### config.mk
export PLATFORM = sky130hd
export DESIGN_NAME = full_adder
export DESIGN_NICKNAME = d
export VERILOG_FILES = /design/src/rtl/full_adder_pkg.sv /design/src/rtl/full_adder_cell.sv /design/src/rtl/full_adder.sv
export SDC_FILE = /design/constraint.sdc
export NUM_CORES = 1
export LEC_CHECK = 0
export CAP_MARGIN = 25
export CORE_AREA = 5 5 42 44
export CTS_CLUSTER_SIZE = 16
export DETAILED_ROUTE_END_ITERATION = 12
export DIE_AREA = 0 0 47 49
export GPL_TIMING_DRIVEN = 0
export PLACE_DENSITY = 0.3
export SLEW_MARGIN = 10
export SYNTH_ARGS = -nofsm -noshare
export SYNTH_HDL_FRONTEND = slang
export SYNTH_SLANG_ARGS = --single-unit
### constraint.sdc
create_clock -name clk -period 1.9 [get_ports clk]
set_clock_uncertainty 0.05 [all_clocks]
set_input_delay 0.285 -clock clk [delete_from_list [all_inputs] [get_ports clk]]
set_output_delay 0.285 -clock clk [all_outputs]
set_load 0.1 [all_outputs]
### src/rtl/full_adder_pkg.sv
// Shared constants and result bundle for the registered ripple-carry adder.
package full_adder_pkg;

   localparam int FA_MAX_WIDTH     = 64;
   localparam int FA_DEFAULT_WIDTH = 1;

   // Widest result shape; narrower consumers take the low s bits.
   typedef struct packed {
      logic                    c1;
      logic [FA_MAX_WIDTH-1:0] s;
   } fa_result_t;

   function automatic fa_result_t fa_pack(input logic c1, input logic [FA_MAX_WIDTH-1:0] s);
      fa_result_t r;
      r.c1 = c1;
      r.s  = s;
      return r;
   endfunction

endpackage

### src/rtl/full_adder_cell.sv
// Purely combinational 1-bit full adder; the leaf of the ripple chain.
module fa_cell (
   input  logic a,
   input  logic b,
   input  logic ci,
   output logic s,
   output logic co
);

   assign s  = a ^ b ^ ci;
   assign co = (a & b) | (a & ci) | (b & ci);

endmodule

### src/rtl/full_adder.sv
// Registered ripple-carry adder: {C1,S} = A + B + C0, one cycle of latency.
module full_adder
   import full_adder_pkg::*;
#(
   parameter int WIDTH = FA_DEFAULT_WIDTH
) (
   input  logic             clk,
   input  logic             rst,
   input  logic             en,
   input  logic [WIDTH-1:0] A,
   input  logic [WIDTH-1:0] B,
   input  logic             C0,
   output logic [WIDTH-1:0] S,
   output logic             C1,
   output logic             valid
);

   localparam int STAGES = 1;

   typedef struct packed {
      logic             c1;
      logic [WIDTH-1:0] s;
   } res_t;

   logic [WIDTH:0]   carry;
   logic [WIDTH-1:0] sum;
   logic [STAGES:0]  vld_pipe;
   res_t             res_d;
   res_t             res_q;

   assign carry[0] = C0;

   for (genvar i = 0; i < WIDTH; i++) begin : g_cell
      fa_cell u_cell (
         .a  (A[i]),
         .b  (B[i]),
         .ci (carry[i]),
         .s  (sum[i]),
         .co (carry[i+1])
      );
   end

   assign res_d.c1    = carry[WIDTH];
   assign res_d.s     = sum;
   assign vld_pipe[0] = en;

   // Result only loads on en; valid tracks en so it drops on hold cycles.
   always_ff @(posedge clk) begin
      if (rst) begin
         res_q            <= '0;
         vld_pipe[STAGES] <= 1'b0;
      end else begin
         vld_pipe[STAGES] <= vld_pipe[STAGES-1];
         if (en) res_q <= res_d;
      end
   end

   assign S     = res_q.s;
   assign C1    = res_q.c1;
   assign valid = vld_pipe[STAGES];

endmodule

==> results.py, run 1 <==
metrics = {
    "placement": {
        "port_buffers": 8,
        "pre_cts_slack_ns": 0.103,
        "gp_congestion": 0.658,
        "dpl_cell_area_um2": 214,
    },
    "power": {
        "vdd_ir_drop_max_mv": 0.311,
        "power_leakage_nw": 0.106,
        "total_power_uw": 244,
        "p_per_area_nw_per_um2": 1030,
    },
    "grt": {
        "grt_pass1_wl_um": 476,
        "grt_max_degree": 4,
        "gr-usage-all-layers": 0.0360,
        "grt_pass1_vias": 118,
        "antenna_found_initial": 0,
        "grt-ovfl-total": 0,
    },
    "clock_network": {
        "clk_latency_ns": 0.23,
        "htreeDepth": 1,
        "clock_path_buffers": 2,
        "clkSinkCount": 3,
        "clockRootBuffer": "clkbuf_4",
        "path_clk_slew_ns": 0.04,
        "holdBufCountCts": 0,
        "cts_tree": "done",
        "postCtsSetupRepairBufs": 0,
        "numCtsBuffers": 3,
    },
    "die": {
        "start_util": 0.0812,
        "die-area_um2": 2300,
        "core_area_um2": 1400,
        "die_width_um": 47,
        "die_y_um": 49,
        "ios": 9,
        "num_rows": 14,
    },
    "sta": {
        "worstMarginPinSlew_ns": 0.979,
        "final_max_slew_viol_count": 0,
        "relSlewSlack": 0.350,
        "final-setup-viol-count": 0,
        "hold_violations": 0,
        "worst_slack_ns": 0.140,
        "rsz0062_at_grt": "false",
        "setup-tns-final_ns": 0,
        "fin_crit_sh": 0.927,
        "fin_crit_ns": 1.76,
        "max_freq_mhz": 568,
    },
    "critical_path": {
        "cp_cell_sequence": "dlygate4sd2_1",
        "path_buf_inv": 1,
        "cp.arrival_ns": 1.43,
        "crit_fanout": 2,
        "cpLargestDelayFamily": "buffers and inverters",
        "rrSetupSlack_ns": 1.27,
        "r2r-end": "C1$_SDFFE_PP0P_",
        "required_ns": 1.56,
        "max_stage_delay_ns": 0.87,
        "r2r-start": "C1$_SDFFE_PP0P_",
        "start_kind": "register",
        "rr_worst_depth": 2,
        "critical_path.slowest_cell": "dlygate4sd2_1",
        "crit_path_end_kind": "output port",
        "crit_type": "reg -> out",
    },
    "worst_hold_path": {
        "whs_path_depth": 2,
        "hp-class": "reg -> reg",
        "min-delay-start": "S$_SDFFE_PP0P_",
        "hold_end": "S$_SDFFE_PP0P_",
    },
    "cells_and_area": {
        "seqCellArea_um2": 60.1,
        "drive_gt1_frac": 0.143,
        "final_cell_mix": "5 x clkdlybuf4s50_1, 3 x dfxtp_1, 3 x clkbuf_4, 3 x dlygate4sd2_1",
        "stdcell_area_um2": 236,
        "layout_commonest_cell": "clkdlybuf4s50_1",
        "multi_input_area_um2": 53.8,
        "fill_cells": 162,
        "syn_to_final_growth_pct": 108,
        "finish.utilization": 0.169,
        "antenna_cells": 0,
        "nets": 29,
    },
    "route": {
        "vias_per_cell": 2.76,
        "route.detailed.drc": 0,
        "first_iter_violations": 2,
        "dr.pass1.iters": 3,
        "wl_um": 294,
        "wl_per_cell_um": 7.95,
        "antenna_left": 0,
        "via_count": 102,
    },
    "yosys": {
        "synth-seq-cells": 3,
        "syn_inst": 9,
        "ys_seq_area_frac": 0.527,
        "syn_avg_cell_area_um2": 12.7,
        "syn_nets": 16,
        "yosys_warnings": 0,
        "syn_area_um2": 114,
        "yosysUniqueCellTypes": 5,
    },
    "run_status": {
        "status": "finished clean",
    },
    "job": {
        "max_cap_viol_count": 0,
    },
}
[timing repair]
item,4_1_cts,5_1_grt
endpoints found under the hold margin,0,0
gates resized for setup,3,0
endpoints found under the setup margin,3,0
[cell usage after synthesis (all sizes together)]
| cell type | n | area share |
|---|---|---|
| nor2b | 1 | 0.055 |
| dfxtp | 3 | 0.53 |
| nor2 | 2 | 0.066 |
| mux2i | 2 | 0.18 |
| fa | 1 | 0.18 |
[registers in the layout, indices dropped and copies added (netlist names)]
signal  count
C1          1
S           1
valid       1
[cell families (layout without fill, tap and decap cells)]
family                     after synthesis  count (layout)  synth area share
muxes                                    2               2             0.176
adders and majority gates                1               1             0.176
DFF                                      3               3             0.527
buffers and inverters                    0              12                 0
and+or+nand+nor                          3               3             0.121
[worst max-delay path by stage]
| stage | start | to | depth (start not counted) |
|---|---|---|---|
| 4_1_cts | C1$_SDFFE_PP0P_ | C1 | 1 |
| 3_5_place_dp | C1$_SDFFE_PP0P_ | C1 | 1 |
| 5_1_grt | C1$_SDFFE_PP0P_ | C1 | 1 |
| 6_report | C1$_SDFFE_PP0P_ | C1 | 1 |
| 3_3_place_gp | C1$_SDFFE_PP0P_ | C1 | 1 |
| 2_1_floorplan | C1$_SDFFE_PP0P_ | C1$_SDFFE_PP0P_ | 2 |
[through the flow]
stage / cells / hold WS (ns)
2_1_floorplan: 9 / 0.307
3_3_place_gp: 33 / 0.438
3_5_place_dp: 33 / 0.446
4_1_cts: 37 / 0.452
5_1_grt: 37 / 0.495
6_report: 37 / 0.445
[layout make-up]
cell class,instances,share of cell area
clock buffers,4,0.111
repair buffers,8,0.323
flip-flops and latches,3,0.254
multi-input cells,6,0.228
well taps,16,0.0847
[where the power goes]
| part | switching, mW | leakage, nW | internal, mW | total, mW |
|---|---|---|---|---|
| clock network | 0.0345 | 0.0150 | 0.0788 | 0.113 |
| logic | 0.0421 | 0.0658 | 0.0185 | 0.0606 |
| registers | 0.00179 | 0.0249 | 0.0679 | 0.0697 |
[routing by layer]
| metal | GRT usage | routed length, um | up-vias |
|---|---|---|---|
| met4 | 0.0415 | 0 | 0 |
| li1 | - | - | 52 |
| met2 | 0.0249 | 78 | 11 |
| met5 | 0 | 0 | - |
| met3 | 0.0480 | 74 | 0 |
| met1 | 0.0398 | 142 | 39 |
Power figures use the tool's default switching activity.
==> run 2: changes to the inputs <==
Settings changed: PLACE_DENSITY 0.3 to 0.4.
==> results.py, run 2 (same netlist as run 1, synthesis figures left out) <==
metrics = {
    "run_status": {
        "status": "finished clean",
    },
    "cells_and_area": {
        "stdcell_area_um2": 236,
        "fill_cells": 161,
        "syn_to_final_growth_pct": 108,
        "layout_commonest_cell": "clkdlybuf4s50_1",
        "final_cells": 37,
        "final_cell_mix": "5 x clkdlybuf4s50_1, 3 x dfxtp_1, 3 x clkbuf_4, 3 x dlygate4sd2_1",
        "antenna_cells": 0,
        "nets": 29,
        "drive_gt1_frac": 0.143,
    },
    "critical_path": {
        "start_kind": "register",
        "crit_path_end_kind": "output port",
        "cp_cell_sequence": "dlygate4sd2_1",
        "critPathLaunch": "S$_SDFFE_PP0P_",
        "r2r-end": "C1$_SDFFE_PP0P_",
        "cpLargestDelayFamily": "buffers and inverters",
        "max_stage_delay_ns": 0.86,
        "cp.depth": 1,
        "r2r-start": "C1$_SDFFE_PP0P_",
        "cp.arrival_ns": 1.42,
        "required_ns": 1.56,
        "critical_path.slowest_cell": "dlygate4sd2_1",
        "rr_worst_depth": 2,
        "rrSetupSlack_ns": 1.25,
        "crit_type": "reg -> out",
        "crit_fanout": 2,
        "path_buf_inv": 1,
    },
    "route": {
        "route.detailed.drc": 0,
        "vias_per_cell": 2.89,
        "first_iter_violations": 0,
        "wl_um": 308,
        "wl_per_cell_um": 8.32,
        "dr.pass1.iters": 1,
        "antenna_left": 0,
        "via_count": 107,
    },
    "sta": {
        "worstMarginPinSlew_ns": 0.964,
        "max_freq_mhz": 570,
        "hold_violations": 0,
        "fin_crit_ns": 1.76,
        "final-setup-viol-count": 0,
        "relSlewSlack": 0.360,
        "fin_crit_sh": 0.924,
        "rsz0062_at_grt": "false",
        "setup-tns-final_ns": 0,
        "final_max_slew_viol_count": 0,
    },
    "worst_hold_path": {
        "hold_end": "S$_SDFFE_PP0P_",
        "whs_path_depth": 2,
        "min-delay-start": "S$_SDFFE_PP0P_",
        "hp-class": "reg -> reg",
    },
    "placement": {
        "numPlacedInstances": 33,
        "gp_congestion": 0.660,
        "port_buffers": 8,
        "dpl_cell_area_um2": 214,
    },
    "die": {
        "start_util": 0.0812,
        "ios": 9,
        "core_area_um2": 1400,
        "die_y_um": 49,
        "die_width_um": 47,
        "num_rows": 14,
        "die-area_um2": 2300,
    },
    "grt": {
        "grt_max_degree": 4,
        "gr-usage-all-layers": 0.0360,
        "grt_pass1_vias": 124,
        "grt_pass1_wl_um": 469,
        "antenna_found_initial": 0,
        "grt-ovfl-total": 0,
    },
    "power": {
        "power_leakage_nw": 0.106,
        "vdd_ir_drop_max_mv": 0.190,
        "p_per_area_nw_per_um2": 1030,
    },
    "clock_network": {
        "htreeDepth": 1,
        "postCtsSetupRepairBufs": 0,
        "clock_path_buffers": 2,
        "numCtsBuffers": 3,
        "clk_latency_ns": 0.23,
        "clockRootBuffer": "clkbuf_4",
        "clkSinkCount": 3,
        "cts_tree": "done",
        "path_clk_slew_ns": 0.04,
    },
    "job": {
        "max_cap_viol_count": 0,
    },
}
## run 2: worst max path at each step
stage / end / slack [ns]
finish: S / 0.14
detailed placement: S / 0.1
floorplan: C1$_SDFFE_PP0P_ / 0.61
global route: S / 0.11
CTS: S / 0.13
global placement: C1 / 0.11
## run 2: report_power, final
group | internal, mW | switching, mW | total [mW]
Sequential | 0.0679 | 0.00201 | 0.0699
Clock | 0.0788 | 0.0340 | 0.113
Combinational | 0.0185 | 0.0421 | 0.0605
## run 2: per-layer routing
layer	GRT usage	part of all wire
met5	0	0
met4	0.0415	0
met3	0.0627	0.29
met2	0.0271	0.27
met1	0.0287	0.44
## run 2: area by class of cell
| type | instances | area (um^2) | share of cell area |
|---|---|---|---|
| Multi-Input combinational cell | 6 | 53.8 | 0.228 |
| Sequential cell | 3 | 60.1 | 0.254 |
| Tap cell | 16 | 20.0 | 0.0847 |
| Clock buffer | 4 | 26.3 | 0.111 |
| Timing Repair Buffer | 8 | 76.3 | 0.323 |
## run 2: per-stage QoR
| stage | setup WS [ns] | util | power, mW | hold slack [ns] |
|---|---|---|---|---|
| 4_1_cts | 0.129 | 0.169 | 0.248 | 0.468 |
| 2_1_floorplan | 0.610 | - | 0.111 | 0.307 |
| 6_report | 0.145 | 0.169 | 0.243 | 0.456 |
| 5_1_grt | 0.106 | 0.169 | 0.254 | 0.512 |
| 3_3_place_gp | 0.111 | 0.153 | 0.134 | 0.429 |
| 3_5_place_dp | 0.0998 | 0.153 | 0.135 | 0.464 |
## run 2: repair_timing
action / in CTS / in global routing
setup endpoints to repair: 3 / 0
resized for setup: 3 / 0
hold buffers: 0 / 0
## run 2: tightest hold or removal path: cells and delay by family (launching register included)
kind / cells / cell delay (ns)
DFF: 1 / 0.33
muxes: 1 / 0.07
and+or+nand+nor: 1 / 0.07
==> run 3: changes to the inputs <==
Settings changed: CAP_MARGIN 25 to not set.
==> results of run 3 <==
Final layout, timing and power as in run 2 (identical DEF).
